==> config.mk <==
export PLATFORM = sky130hd
export DESIGN_NAME = joy_serial_rx
export DESIGN_NICKNAME = d
export VERILOG_FILES = /design/src/rtl/joy_pkg.sv /design/src/rtl/joy_debounce.sv /design/src/rtl/joy_serial_rx.sv
export SDC_FILE = /design/constraint.sdc
export NUM_CORES = 1
export LEC_CHECK = 0
export CAP_MARGIN = 20
export CORE_UTILIZATION = 45
export CTS_CLUSTER_SIZE = 24
export DETAILED_ROUTE_END_ITERATION = 6
export GPL_ROUTABILITY_DRIVEN = 0
export PLACE_DENSITY = 0.73
export SETUP_SLACK_MARGIN = 0.3
export SLEW_MARGIN = 5
export SYNTH_ARGS = -nofsm -noshare
export SYNTH_HDL_FRONTEND = slang
export SYNTH_SLANG_ARGS = --single-unit
==> constraint.sdc <==
create_clock -name clk12 -period 4.8 [get_ports clk12]
set_input_delay 0.72 -clock clk12 [delete_from_list [all_inputs] [get_ports clk12]]
set_output_delay 0.72 -clock clk12 [all_outputs]
set_load 0.005 [all_outputs]
==> src/rtl/joy_pkg.sv <==
// Shared constants for the serial joystick front-end: frame length, idle word,
// the slot-to-bit map of the external shift-register chain and button positions.
package joy_pkg;

    localparam int          JOY_SLOTS = 26;
    localparam logic [11:0] JOY_IDLE  = 12'hFFF;

    localparam int JB_RESET = 11;
    localparam int JB_START = 7;
    localparam int JB_COIN  = 6;

    // Which shadow word a slot feeds.
    typedef enum logic [1:0] {
        SEL_NONE = 2'd0,
        SEL_P1   = 2'd1,
        SEL_P2   = 2'd2
    } joy_sel_e;

    // Slots 0-1 carry nothing, then 8 player-1 bits, 8 player-2 bits,
    // the 4 upper player-2 bits and finally the 4 upper player-1 bits.
    localparam joy_sel_e JOY_SLOT_SEL [JOY_SLOTS] = '{
        SEL_NONE, SEL_NONE,
        SEL_P1, SEL_P1, SEL_P1, SEL_P1, SEL_P1, SEL_P1, SEL_P1, SEL_P1,
        SEL_P2, SEL_P2, SEL_P2, SEL_P2, SEL_P2, SEL_P2, SEL_P2, SEL_P2,
        SEL_P2, SEL_P2, SEL_P2, SEL_P2,
        SEL_P1, SEL_P1, SEL_P1, SEL_P1
    };

    localparam logic [3:0] JOY_SLOT_BIT [JOY_SLOTS] = '{
        4'd0,  4'd0,
        4'd8,  4'd6,  4'd5, 4'd4, 4'd3, 4'd2, 4'd1, 4'd0,
        4'd8,  4'd6,  4'd5, 4'd4, 4'd3, 4'd2, 4'd1, 4'd0,
        4'd10, 4'd11, 4'd9, 4'd7,
        4'd10, 4'd11, 4'd9, 4'd7
    };

endpackage

==> src/rtl/joy_debounce.sv <==
// Frame-level debouncer: the output word only follows a new value after it has
// been seen in DEBOUNCE_FRAMES consecutive frames.
module joy_debounce #(
    parameter int DEBOUNCE_FRAMES = 2,
    parameter int WIDTH           = 12
) (
    input  logic             i_clk,
    input  logic             i_rst,
    input  logic             i_valid,
    input  logic [WIDTH-1:0] i_frame,
    output logic [WIDTH-1:0] o_word
);

    localparam logic [2:0] CNT_MAX = 3'(DEBOUNCE_FRAMES);

    logic [WIDTH-1:0] r_cand;
    logic [WIDTH-1:0] r_word;
    logic [2:0]       r_cnt;
    logic [2:0]       w_cnt_inc;

    assign w_cnt_inc = (r_cnt < CNT_MAX) ? (r_cnt + 3'd1) : CNT_MAX;
    assign o_word    = r_word;

    // Track agreement with the candidate and publish it once agreement is reached.
    always_ff @(posedge i_clk) begin
        if (i_rst) begin
            r_cand <= {WIDTH{1'b1}};
            r_word <= {WIDTH{1'b1}};
            r_cnt  <= CNT_MAX;
        end else if (i_valid) begin
            if (i_frame == r_cand) begin
                r_cnt <= w_cnt_inc;
                if (w_cnt_inc == CNT_MAX) begin
                    r_word <= r_cand;
                end
            end else begin
                r_cand <= i_frame;
                r_cnt  <= 3'd1;
                if (CNT_MAX == 3'd1) begin
                    r_word <= i_frame;
                end
            end
        end
    end

endmodule

==> src/rtl/joy_serial_rx.sv <==
// Serial joystick front-end: clocks the external shift-register chain,
// deserialises 24 button bits per 26-slot frame and debounces both player words.
module joy_serial_rx
    import joy_pkg::*;
#(
    parameter int DIV_LOG2        = 4,
    parameter int DEBOUNCE_FRAMES = 2
) (
    input  logic        clk12,
    input  logic        reset,
    input  logic        joy_data,
    output logic        joy_clk,
    output logic        joy_load,
    output logic [11:0] joystick1,
    output logic [11:0] joystick2,
    output logic        frame_done
);

    localparam int             PW      = DIV_LOG2 + 1;
    // Last prescaler value of the low half; the next cycle raises joy_clk.
    localparam logic [PW-1:0]  RISE_AT = PW'((1 << DIV_LOG2) - 1);
    localparam logic [4:0]     LAST_SLOT = 5'(JOY_SLOTS - 1);

    logic [PW-1:0] r_pre;
    logic          r_sync0;
    logic          r_sync1;
    logic [4:0]    r_slot;
    logic          r_load;
    logic          r_frame_done;
    logic [11:0]   r_s1;
    logic [11:0]   r_s2;
    logic [11:0]   w_s1_next;
    logic [11:0]   w_s2_next;
    logic          w_rise;
    logic          w_last;

    assign w_rise     = (r_pre == RISE_AT);
    assign w_last     = w_rise && (r_slot == LAST_SLOT);
    assign joy_clk    = r_pre[PW-1];
    assign joy_load   = r_load;
    assign frame_done = r_frame_done;

    // Free-running prescaler and two-stage synchroniser for the chain data.
    always_ff @(posedge clk12) begin
        if (reset) begin
            r_pre   <= '0;
            r_sync0 <= 1'b1;
            r_sync1 <= 1'b1;
        end else begin
            r_pre   <= r_pre + 1'b1;
            r_sync0 <= joy_data;
            r_sync1 <= r_sync0;
        end
    end

    // Shadow words with the current slot's bit merged in on a rise tick.
    always_comb begin
        w_s1_next = r_s1;
        w_s2_next = r_s2;
        if (w_rise) begin
            case (JOY_SLOT_SEL[r_slot])
                SEL_P1:  w_s1_next[JOY_SLOT_BIT[r_slot]] = r_sync1;
                SEL_P2:  w_s2_next[JOY_SLOT_BIT[r_slot]] = r_sync1;
                default: ;
            endcase
        end
    end

    // Slot sequencing, load strobe, shadow capture and end-of-frame pulse.
    always_ff @(posedge clk12) begin
        if (reset) begin
            r_slot       <= 5'd0;
            r_load       <= 1'b1;
            r_s1         <= JOY_IDLE;
            r_s2         <= JOY_IDLE;
            r_frame_done <= 1'b0;
        end else begin
            r_frame_done <= w_last;
            if (w_rise) begin
                r_slot <= (r_slot == LAST_SLOT) ? 5'd0 : (r_slot + 5'd1);
                r_load <= (r_slot != 5'd0);
                r_s1   <= w_s1_next;
                r_s2   <= w_s2_next;
            end
        end
    end

    // Completed frames (including the slot-25 bit) feed the per-player debouncers;
    // bit 11 of each output goes to the reset / reboot logic untouched.
    joy_debounce #(
        .DEBOUNCE_FRAMES (DEBOUNCE_FRAMES),
        .WIDTH           (12)
    ) u_deb1 (
        .i_clk   (clk12),
        .i_rst   (reset),
        .i_valid (w_last),
        .i_frame (w_s1_next),
        .o_word  (joystick1)
    );

    joy_debounce #(
        .DEBOUNCE_FRAMES (DEBOUNCE_FRAMES),
        .WIDTH           (12)
    ) u_deb2 (
        .i_clk   (clk12),
        .i_rst   (reset),
        .i_valid (w_last),
        .i_frame (w_s2_next),
        .o_word  (joystick2)
    );

endmodule

* After elaboration in Yosys (flattened, before gate mapping)
Memories as Yosys holds them, arrays and structs flattened.
Index checks and enable logic that the tools add are counted.
Widths: inputs -> output; s select.
** Word-level totals
- Bits in registers :: 92
- ROM bits :: 192
- Word-level logic and storage cells :: 60
- Memories kept :: 2
** Operators by class
- Add/subtract/negate cells :: 4
- Order comparisons :: 5
- Eq/ne operators :: 8
- Muxes and demuxes :: 17
- Bitwise gates (word level) :: 3
- Reduce and logical (&&, ||, !) cells :: 7
** Memories
- (no name shown) :: depth 32, bits a word 4, read ports 1, clocked after Yosys merged registers in 0, write ports 0, line joy_serial_rx.sv:63 : SEL_P2: w_s2_next[JOY_SLOT_BIT[r_slot]] = r_sync1;
- (no name shown) :: depth 32, bits a word 2, read ports 1, clocked after Yosys merged registers in 0, write ports 0, line joy_serial_rx.sv:61 : case (JOY_SLOT_SEL[r_slot])
** Operator list (number)
- $mux 12 :: 4
- $bwmux 12 :: 2
- $eq 12x12->1 :: 2
- $mux 3 :: 4
- $add 5x1->5 const B :: 2
- $mux 4 :: 2
- $add 3x1->3 const B :: 2
- $eq 3x2->1 const B :: 2
- $ge 6x6->1 const B :: 1
- $lt 3x2->1 const B :: 2
- $not 5->6 :: 1
- $reduce_and 3->1 :: 2
- $eq 5x4->1 const B :: 1
- $eq 5x5->1 const B :: 1
- $lt 4x5->1 const B :: 1
- $mux 5 :: 1
- $reduce_bool 5->1 :: 1
- $demux 1 s4 :: 1
- $ge 4x1->1 const B :: 1
- $mux 2 :: 2
- $reduce_and 2->1 :: 2
- $eq 2x1->1 const B :: 1
- $eq 2x2->1 const B :: 1
- $logic_and 1x1->1 :: 2
- 2 further kinds :: 3

* Longest topological paths before layout
Gate-level depths: netlist (run 1).
- Word-level depth :: 14
- Depth in mapped cells :: 16

* By module
Synthesis (run 1) repeated with hierarchy kept, for this count alone.
** Unflattened totals
- Cell total of the unflattened synthesis :: 489
- Area total of the unflattened synthesis :: 4705.8 µm²
** By module, submodules not included
- joy_debounce :: instances 2, cells each 128, area an instance 1255.0 µm², sequential area each 540.5 µm²
- joy_serial_rx :: instances 1, cells each 233, area an instance 2195.9 µm², sequential area each 760.7 µm²

* Least setup slack after synthesis (run 1)
OpenSTA, ideal clock, no wires.
- Kind :: reg2reg
- Start point :: register r_slot[0]
- End point :: register u_deb1.r_word[11], in the netlist u_deb1.o_word[11]
- Arrival :: 3.448 ns
- Setup slack :: 1.232 ns
- Stages on the path, launching flop included :: 15
- Path buffers :: 3
- Clock period less this slack :: 3.568 ns
- Cells stage by stage :: dfxtp_1 buf_2 inv_1 ha_1 nor3b_1 a311o_4 nor3_2 buf_6 nand3_2 a311o_1 a2111o_1 or4_1 buf_2 o21a_1 a211o_1
** On the way
- Longest elaborated chain between the ends :: 13
** Ends and longest elaborated chain
- from (decl) :: line joy_serial_rx.sv:27 : logic [4:0] r_slot;
- from (signal assigned) :: line joy_serial_rx.sv:80 : r_slot <= (r_slot == LAST_SLOT) ? 5'd0 : (r_slot + 5'd1);
- $not 5->6 (not written as such) :: line joy_serial_rx.sv:61, joy_serial_rx.sv:62
- $mem_v2 32x4
- $mux 4 (2 in a row)
- $lt 4x5->1 or $ge 4x1->1 (tied branches)
- $logic_and 1x1->1
- $mux 1
- $demux 1 s4
- $bwmux 12 :: line joy_serial_rx.sv:62 : SEL_P1: w_s1_next[JOY_SLOT_BIT[r_slot]] = r_sync1;
- $mux 12 :: line joy_serial_rx.sv:61
- $mux 12 :: line joy_serial_rx.sv:60 : if (w_rise) begin
- $eq 12x12->1 :: line joy_debounce.sv:31 : if (i_frame == r_cand) begin
- $reduce_and 3->1 (no line) *
- to (signal assigned) :: line joy_debounce.sv:28 : r_word <= {WIDTH{1'b1}};
- to (signal assigned) :: line joy_debounce.sv:34 : r_word <= r_cand;
- to (signal assigned) :: line joy_debounce.sv:40 : r_word <= i_frame;
- to (decl) :: line joy_debounce.sv:17 : logic [WIDTH-1:0] r_word;
Mark *: on every way between the ends. The rest lies on a longest branch, timed or not. The select of a mux whose other input is x is not followed.
A chain may end at the register's enable or synchronous reset.

* Final worst setup path (run 1)
- Start point :: register r_slot[0]
- End point :: register u_deb1.r_word[0], in the netlist u_deb1.o_word[0]
The elaborated chain is that of the path after synthesis.

==> results of run 1 <==
-- cell usage in the layout, fill, tap and decap left out, types with 11 or more instances in the layout --
cell type / n
mux2i_1: 39
inv_1: 21
nand2_1: 50
clkdlybuf4s50_1: 28
nor2_1: 72
nand3_1: 16
xnor2_1: 11
nor3_1: 11
nand2b_1: 11
a21oi_1: 29
dfxtp_1: 90
nand4_1: 16
o21ai_0: 18
-- metrics by stage --
| step | total power, mW | setup WS [ns] | utilization, % |
|---|---|---|---|
| after floorplan | 0.8039 | 1.232 | - |
| after global placement | 0.8107 | 0.5509 | 49.45 |
| after detailed placement | 0.8116 | 0.3841 | 49.45 |
| after CTS | 1.510 | 0.3409 | 52.17 |
| after global routing | 1.540 | 0.2702 | 52.56 |
| final | 1.498 | 0.4670 | 52.56 |
-- sequential cells by signal, indices dropped and copies added (netlist names) --
register       count
r_s1              12
r_s2              12
u_deb1.o_word     12
u_deb1.r_cand     12
u_deb2.o_word     12
u_deb2.r_cand     12
r_pre              5
r_slot             5
u_deb1.r_cnt       3
u_deb2.r_cnt       3
frame_done         1
joy_load           1
r_sync0            1
r_sync1            1
-- worst max-delay path by stage --
stage	depth (start not counted)	to
2_1_floorplan	14	u_deb1.o_word[11]
3_3_place_gp	12	u_deb1.r_cand[5]
3_5_place_dp	11	u_deb1.o_word[0]
4_1_cts	11	u_deb1.o_word[0]
5_1_grt	11	u_deb1.o_word[0]
6_report	11	u_deb1.o_word[0]
-- power groups by stage --
stage	Sequential (mW)	Clock, mW	Combinational (mW)
5_1_grt	0.768	0.744	0.0288
4_1_cts	0.768	0.716	0.0265
2_1_floorplan	0.785	0	0.0193
6_report	0.768	0.704	0.0266
3_5_place_dp	0.785	0	0.0264
3_3_place_gp	0.785	0	0.0257
-- layout make-up --
cell class	instances	area share [%]
flip-flops and latches	92	32.09
clock inverters	4	0.5442
clock buffers	12	4.636
inverters	22	1.437
well taps	140	3.047
multi-input cells	435	52.11
repair buffers	38	6.138
-- cells by family (layout without fill, tap and decap cells) --
kind of cell / after synthesis / after routing / share of synthesized area, %
xor+xnor: 16 / 16 / 2.758
simple gates: 227 / 227 / 23.07
mux: 41 / 41 / 8.126
compound gates: 142 / 142 / 21.87
fa+ha+maj: 9 / 9 / 2.216
flops: 92 / 92 / 36.25
buf+inv: 63 / 76 / 5.713
-- per-layer routing --
metal / vias to the layer above / routed length, um
li1: 2165 / -
met1: 2159 / 5514
met2: 186 / 6287
met3: 31 / 836
met4: 0 / 270
met5: - / 0
==> out/qor.csv, run 1 <==
stage,metric,value,unit
layout,diodes,0,
layout,seqCellArea,1844,sq um
power,ir_worst_vdd,0.0001857,V
cts,h-tree-depth,3,
cts,clockBufferDepth,2,
global_route,grtUsageMet2,37.26,%
synth,yosys-top-cells-count,"dfxtp_1 (92), nor2_1 (72), nand2_1 (50)",
power,swShare,22.04,%
synth,avgSynthCellArea,8.612,sq um
timing,finClkSkew,0.005368,ns
synth,syn-cell-area,5081,sq um
global_route,grt_max_degree,66,
drt,drc,0,
synth,yosysTopAreaCellShare,36.25,%
synth,synth.area.top_cells,"dfxtp_1 (36%), mux2i_1 (7.7%), nor2_1 (5.3%)",
synth,ys_ff_latch,92,
place,portBuffers,29,
cts,ctsHoldBuffers,0,
outcome,status,finished clean,
worst_setup_path,arrival,4.59,ns
worst_setup_path,max_stage_delay,0.65,ns
layout,nets,610,
layout,num-fill-cells,1018,
timing,finalHoldViolCount,0,
global_route,met3_usage,3.858,%
synth,yosysSeqAreaShare,36.25,%
timing,tns,0,ns
synth,yosys.area.top_type,dfxtp_1,
synth,synth.net_count,602,
worst_setup_path,slowest_stage,or4_1,
cts,cts.clk_slew.worst_paths,0.07,ns
drt,viasPerCell,6.112,
timing,worst_hold_slack,0.4176,ns
global_route,met1_usage,28.74,%
floorplan,start_util,46.46,%
floorplan,dieHeight,108.3,um
floorplan,rows,38,
synth,synthCells,590,
synth,ys_async_sr_fraction,0,%
cts,cts_sinks,92,
cts,clock_latency,0.34,ns
worst_setup_path,worstPathMaxFanout,12,
min_path,min_from,r_sync0,
drt,wl_per_cell,17.37,um
drt,drt_wl_total,12910,um
drt,drt_iter0_drc,330,
power,switchingPower,330.2,uW
min_path,hp-class,reg -> reg,
floorplan,coreArea,10940,sq um
timing,max_slew_margin,35.91,%
worst_setup_path,r2r_slack,0.47,ns
worst_setup_path,reg2reg_from,r_slot[0],
power,powerDensity,260.7,nW/um^2
synth,yosys.cell_types.count,81,
drt,first_pass_iters,6,
floorplan,die_area,11720,sq um
place,hpwl,8895,um
worst_setup_path,cpMostUsedCell,mux2i_1,
timing,final-setup-viol-count,0,
global_route,grt_pass1_wl,20840,um
layout,finish.instance_area,5748,sq um
worst_setup_path,required,5.06,ns
drt,ant_nets,0,
worst_setup_path,critPathLaunch,r_slot[0],
worst_setup_path,r2r_end,u_deb1.o_word[0],
worst_setup_path,critical_path_buf_inv_count,1,
timing,rsz0062_at_grt,no,
timing,drv_slew,0,
cts,cts_root_buf,clkbuf_16,
cts,post_cts_buffers,0,
power,p_int,1.168,mW
flow_run,max_cap_violations,0,
worst_setup_path,cp_top_family,simple AND/OR/NAND/NOR gates,
cts,numCtsBuffers,9,
worst_setup_path,crit_type,reg -> reg,
power,p_clk_share,47.0,%
worst_setup_path,worstRegToRegCells,11,
synth,synth_edf_count,0,
global_route,first_global_vias,4279,
power,combPwrFrac,1.8,%
min_path,holdPathStages,1,
timing,layout_min_cycle_time,4.333,ns
global_route,grt-ovfl-total,0,
power,power.leakage,2.076,nW
timing,worst_pin_slew,0.9602,ns
global_route,antenna_found_initial,0,
layout,multiInputGateArea,2995,sq um
drt,vias,4541,
synth,synth-main-ff-cell,dfxtp_1,
floorplan,ios,30,
power,sequentialPowerShare,51.3,%
timing,clock.fmax,230.8,MHz
layout,final_cell_count_no_fill,743,
cts,cts_resized,0,
global_route,track_usage,22.53,%
synth,synthMostInstantiatedCell,dfxtp_1,
place,placed_cell_area,5408,sq um
cts,cts_tree,yes,
layout,synthToLayoutAreaGrowth,13.12,%
synth,ys_warn_count,0,
min_path,min_to,r_sync1,
floorplan,die_w,108.3,um
worst_setup_path,startpoint_type,flop,
place,place_inst,727,
timing,fin_crit_sh,90.27,%
global_route,top_usage_layer,met2,
layout,layout-drive-gt1-share,9.784,%
worst_setup_path,crit_chain,inv_1 > ha_1 > mux2i_1 > nor2_1 > a32oi_1 > o211ai_1 > o311ai_0 > mux2_2 > or4_1 > nor2_4 > mux2i_1,
worst_setup_path,setup.worst_path.end_class,flop,
Note: power is estimated with default switching activity, not from simulation.
==> inputs of run 2 (changes only) <==
--- a/config.mk
+++ b/config.mk
@@ -7,10 +7,11 @@
 export LEC_CHECK = 0
 export CAP_MARGIN = 20
 export CORE_UTILIZATION = 45
+export CTS_CLUSTER_DIAMETER = 60
 export CTS_CLUSTER_SIZE = 24
 export DETAILED_ROUTE_END_ITERATION = 6
 export GPL_ROUTABILITY_DRIVEN = 0
-export PLACE_DENSITY = 0.73
+export PLACE_DENSITY = 0.59
 export SETUP_SLACK_MARGIN = 0.3
 export SLEW_MARGIN = 5
 export SYNTH_ARGS = -nofsm -noshare
==> run 2 against run 1 <==
Net effect: clock skew increased by 0.0032 ns; combinational power about the same; global-route usage increased by 0.18 points; final cell count increased by 0.40%; critical endpoint is now u_deb2.o_word[4].
==> out/qor.csv, run 2 (same netlist as run 1, synthesis figures left out) <==
stage,metric,value,unit,change
drt,vias,4377,,was 4541
min_path,hp-class,reg -> reg,,unchanged
worst_setup_path,reg2reg_from,r_slot[0],,unchanged
timing,layout_min_cycle_time,4.171,ns,was 4.333 ns
global_route,grt_pass1_wl,20830,um,was 20840 um
global_route,antenna_found_initial,0,,unchanged
worst_setup_path,arrival,4.44,ns,was 4.59 ns
timing,tns,0,ns,unchanged
layout,layout-drive-gt1-share,9.736,%,was 9.784%
cts,cts.clk_slew.worst_paths,0.07,ns,about the same
power,power.leakage,2.087,nW,was 2.076 nW
drt,ant_nets,0,,unchanged
outcome,status,finished clean,,unchanged
cts,cts_sinks,92,,unchanged
timing,rsz0062_at_grt,yes,,was no
drt,drc,0,,unchanged
global_route,track_usage,22.71,%,was 22.53%
cts,h-tree-depth,3,,unchanged
drt,viasPerCell,5.867,,was 6.112
cts,cts_tree,yes,,unchanged
power,ir_worst_vdd,0.0001697,V,was 0.0001857 V
worst_setup_path,startpoint_type,flop,,unchanged
timing,worst_pin_slew,0.9352,ns,was 0.9602 ns
place,hpwl,8902,um,was 8895 um
layout,final_cell_mix,"dfxtp_1 (92), nor2_1 (71), nand2_1 (50)",,"was dfxtp_1 (90), nor2_1 (72), nand2_1 (50)"
worst_setup_path,setup.worst_path.end_class,flop,,unchanged
min_path,holdPathStages,1,,unchanged
layout,diodes,0,,unchanged
drt,drt_wl_total,12620,um,was 12910 um
floorplan,die_w,108.3,um,unchanged
timing,clock.fmax,239.8,MHz,was 230.8 MHz
flow_run,max_cap_violations,0,,unchanged
worst_setup_path,worstRegToRegCells,13,,was 11
layout,synthToLayoutAreaGrowth,13.47,%,was 13.12%
floorplan,start_util,46.46,%,unchanged
layout,num-fill-cells,1054,,was 1018
place,placed_cell_area,5430,sq um,was 5408 sq um
floorplan,dieHeight,108.3,um,unchanged
place,portBuffers,29,,unchanged
timing,final-setup-viol-count,0,,unchanged
timing,fin_crit_sh,86.89,%,was 90.27%
cts,clock_latency,0.34,ns,about the same
floorplan,ios,30,,unchanged
layout,nets,614,,was 610
worst_setup_path,r2r_end,u_deb2.o_word[4],,was u_deb1.o_word[0]
drt,wl_per_cell,16.92,um,was 17.37 um
drt,first_pass_iters,5,,was 6
floorplan,die_area,11720,sq um,unchanged
min_path,min_to,r_sync1,,unchanged
timing,finalHoldViolCount,0,,unchanged
drt,drt_iter0_drc,186,,was 330
cts,numCtsBuffers,9,,unchanged
cts,cts_root_buf,clkbuf_16,,unchanged
timing,drv_slew,0,,unchanged
worst_setup_path,required,5.07,ns,was 5.06 ns
cts,clockBufferDepth,2,,unchanged
global_route,grt-ovfl-total,0,,unchanged
timing,finClkSkew,0.008573,ns,was 0.005368 ns
global_route,first_global_vias,4230,,was 4279
layout,finish.instance_area,5766,sq um,was 5748 sq um
cts,ctsHoldBuffers,0,,unchanged
worst_setup_path,r2r_slack,0.63,ns,was 0.47 ns
global_route,grt_max_degree,65,,was 66
power,powerDensity,260.5,nW/um^2,was 260.7 nW/um^2
timing,max_slew_margin,37.59,%,was 35.91%
min_path,min_from,r_sync0,,unchanged
floorplan,rows,38,,unchanged
floorplan,coreArea,10940,sq um,unchanged
worst_setup_path,crit_type,reg -> reg,,unchanged
worst_setup_path,worstPathMaxFanout,12,,unchanged
layout,layout_commonest_cell,dfxtp_1,,unchanged
==> run 2: cell count changes in the layout (fill, tap and decap cells not counted), moves of 2 or more <==
| cell | previous run | this run |
|---|---|---|
| buf_4 | 9 | 12 |
| clkbuf_8 | 3 | 0 |
| clkinvlp_4 | 3 | 1 |
| dfxtp_1 | 90 | 92 |
| dfxtp_2 | 2 | 0 |
==> run 2: worst max-delay path by stage <==
stage	start	to	slack (ns)	cells past startpoint
detailed placement	r_slot[0]	u_deb2.r_cand[7]	0.42	12
global route	r_pre[0]	u_deb2.o_word[7]	0.26	12
floorplan	r_slot[0]	u_deb1.o_word[11]	1.23	14
global placement	r_slot[0]	u_deb1.o_word[1]	0.54	11
CTS	r_slot[0]	u_deb1.o_word[6]	0.41	11
finish	r_slot[0]	u_deb2.o_word[4]	0.63	13
==> run 2: timing repair <==
item | 4_1_cts | 5_1_grt
buffers inserted | 0 | 1
gates resized for setup | 0 | 5
setup endpoints to repair | 0 | 49
==> run 2: layout make-up <==
cell class	instances	area, sq um	area share (%)
timing repair buffer	42	395.4	6.858
tap	140	175.2	3.038
inverter	22	82.58	1.432
multi-input combinational	435	2979	51.67
sequential	92	1842	31.94
clock inverter	5	62.56	1.085
clock buffer	10	229.0	3.971
==> run 2: through the flow <==
stage          utilization, %  total power [mW]  setup WS, ns  cells  hold WS, ns
5_1_grt                 52.72             1.550        0.2617    746       0.4364
6_report                52.72             1.502        0.6294    746       0.4066
4_1_cts                 52.32             1.518        0.4130    745       0.4113
3_5_place_dp            49.66            0.8119        0.4247    730       0.3990
3_3_place_gp            49.66            0.8113        0.5412    730       0.4005
2_1_floorplan               -            0.8039         1.232    590       0.3895
==> run 2: where the power goes <==
part	total (mW)	switching, mW	internal (mW)
Combinational	0.0266	0.0201	0.00655
Clock	0.708	0.303	0.405
Sequential	0.767	0.00156	0.766
Total	1.50	0.325	1.18
==> run 2: per-layer routing <==
layer / global-route usage (%) / vias to the layer above / share of wire (%)
li1: - / 2184 / -
met1: 29.47 / 2080 / 47
met2: 38.03 / 95 / 48
met3: 3.677 / 18 / 3.5
met4: 8.108 / 0 / 1.6
met5: 0 / - / 0
==> run 2: critical path: stages (launching register included) <==
cell and delay (ns):
dfxtp_1 0.57, inv_1 0.16, ha_1 0.35, mux2i_1 0.25, o32ai_1 0.20, a211oi_2 0.53
buf_4 0.25, a21oi_1 0.08, a2111oi_0 0.36, o2111a_1 0.25, o2111a_1 0.40, and4_1 0.24
buf_4 0.24, mux2i_1 0.20
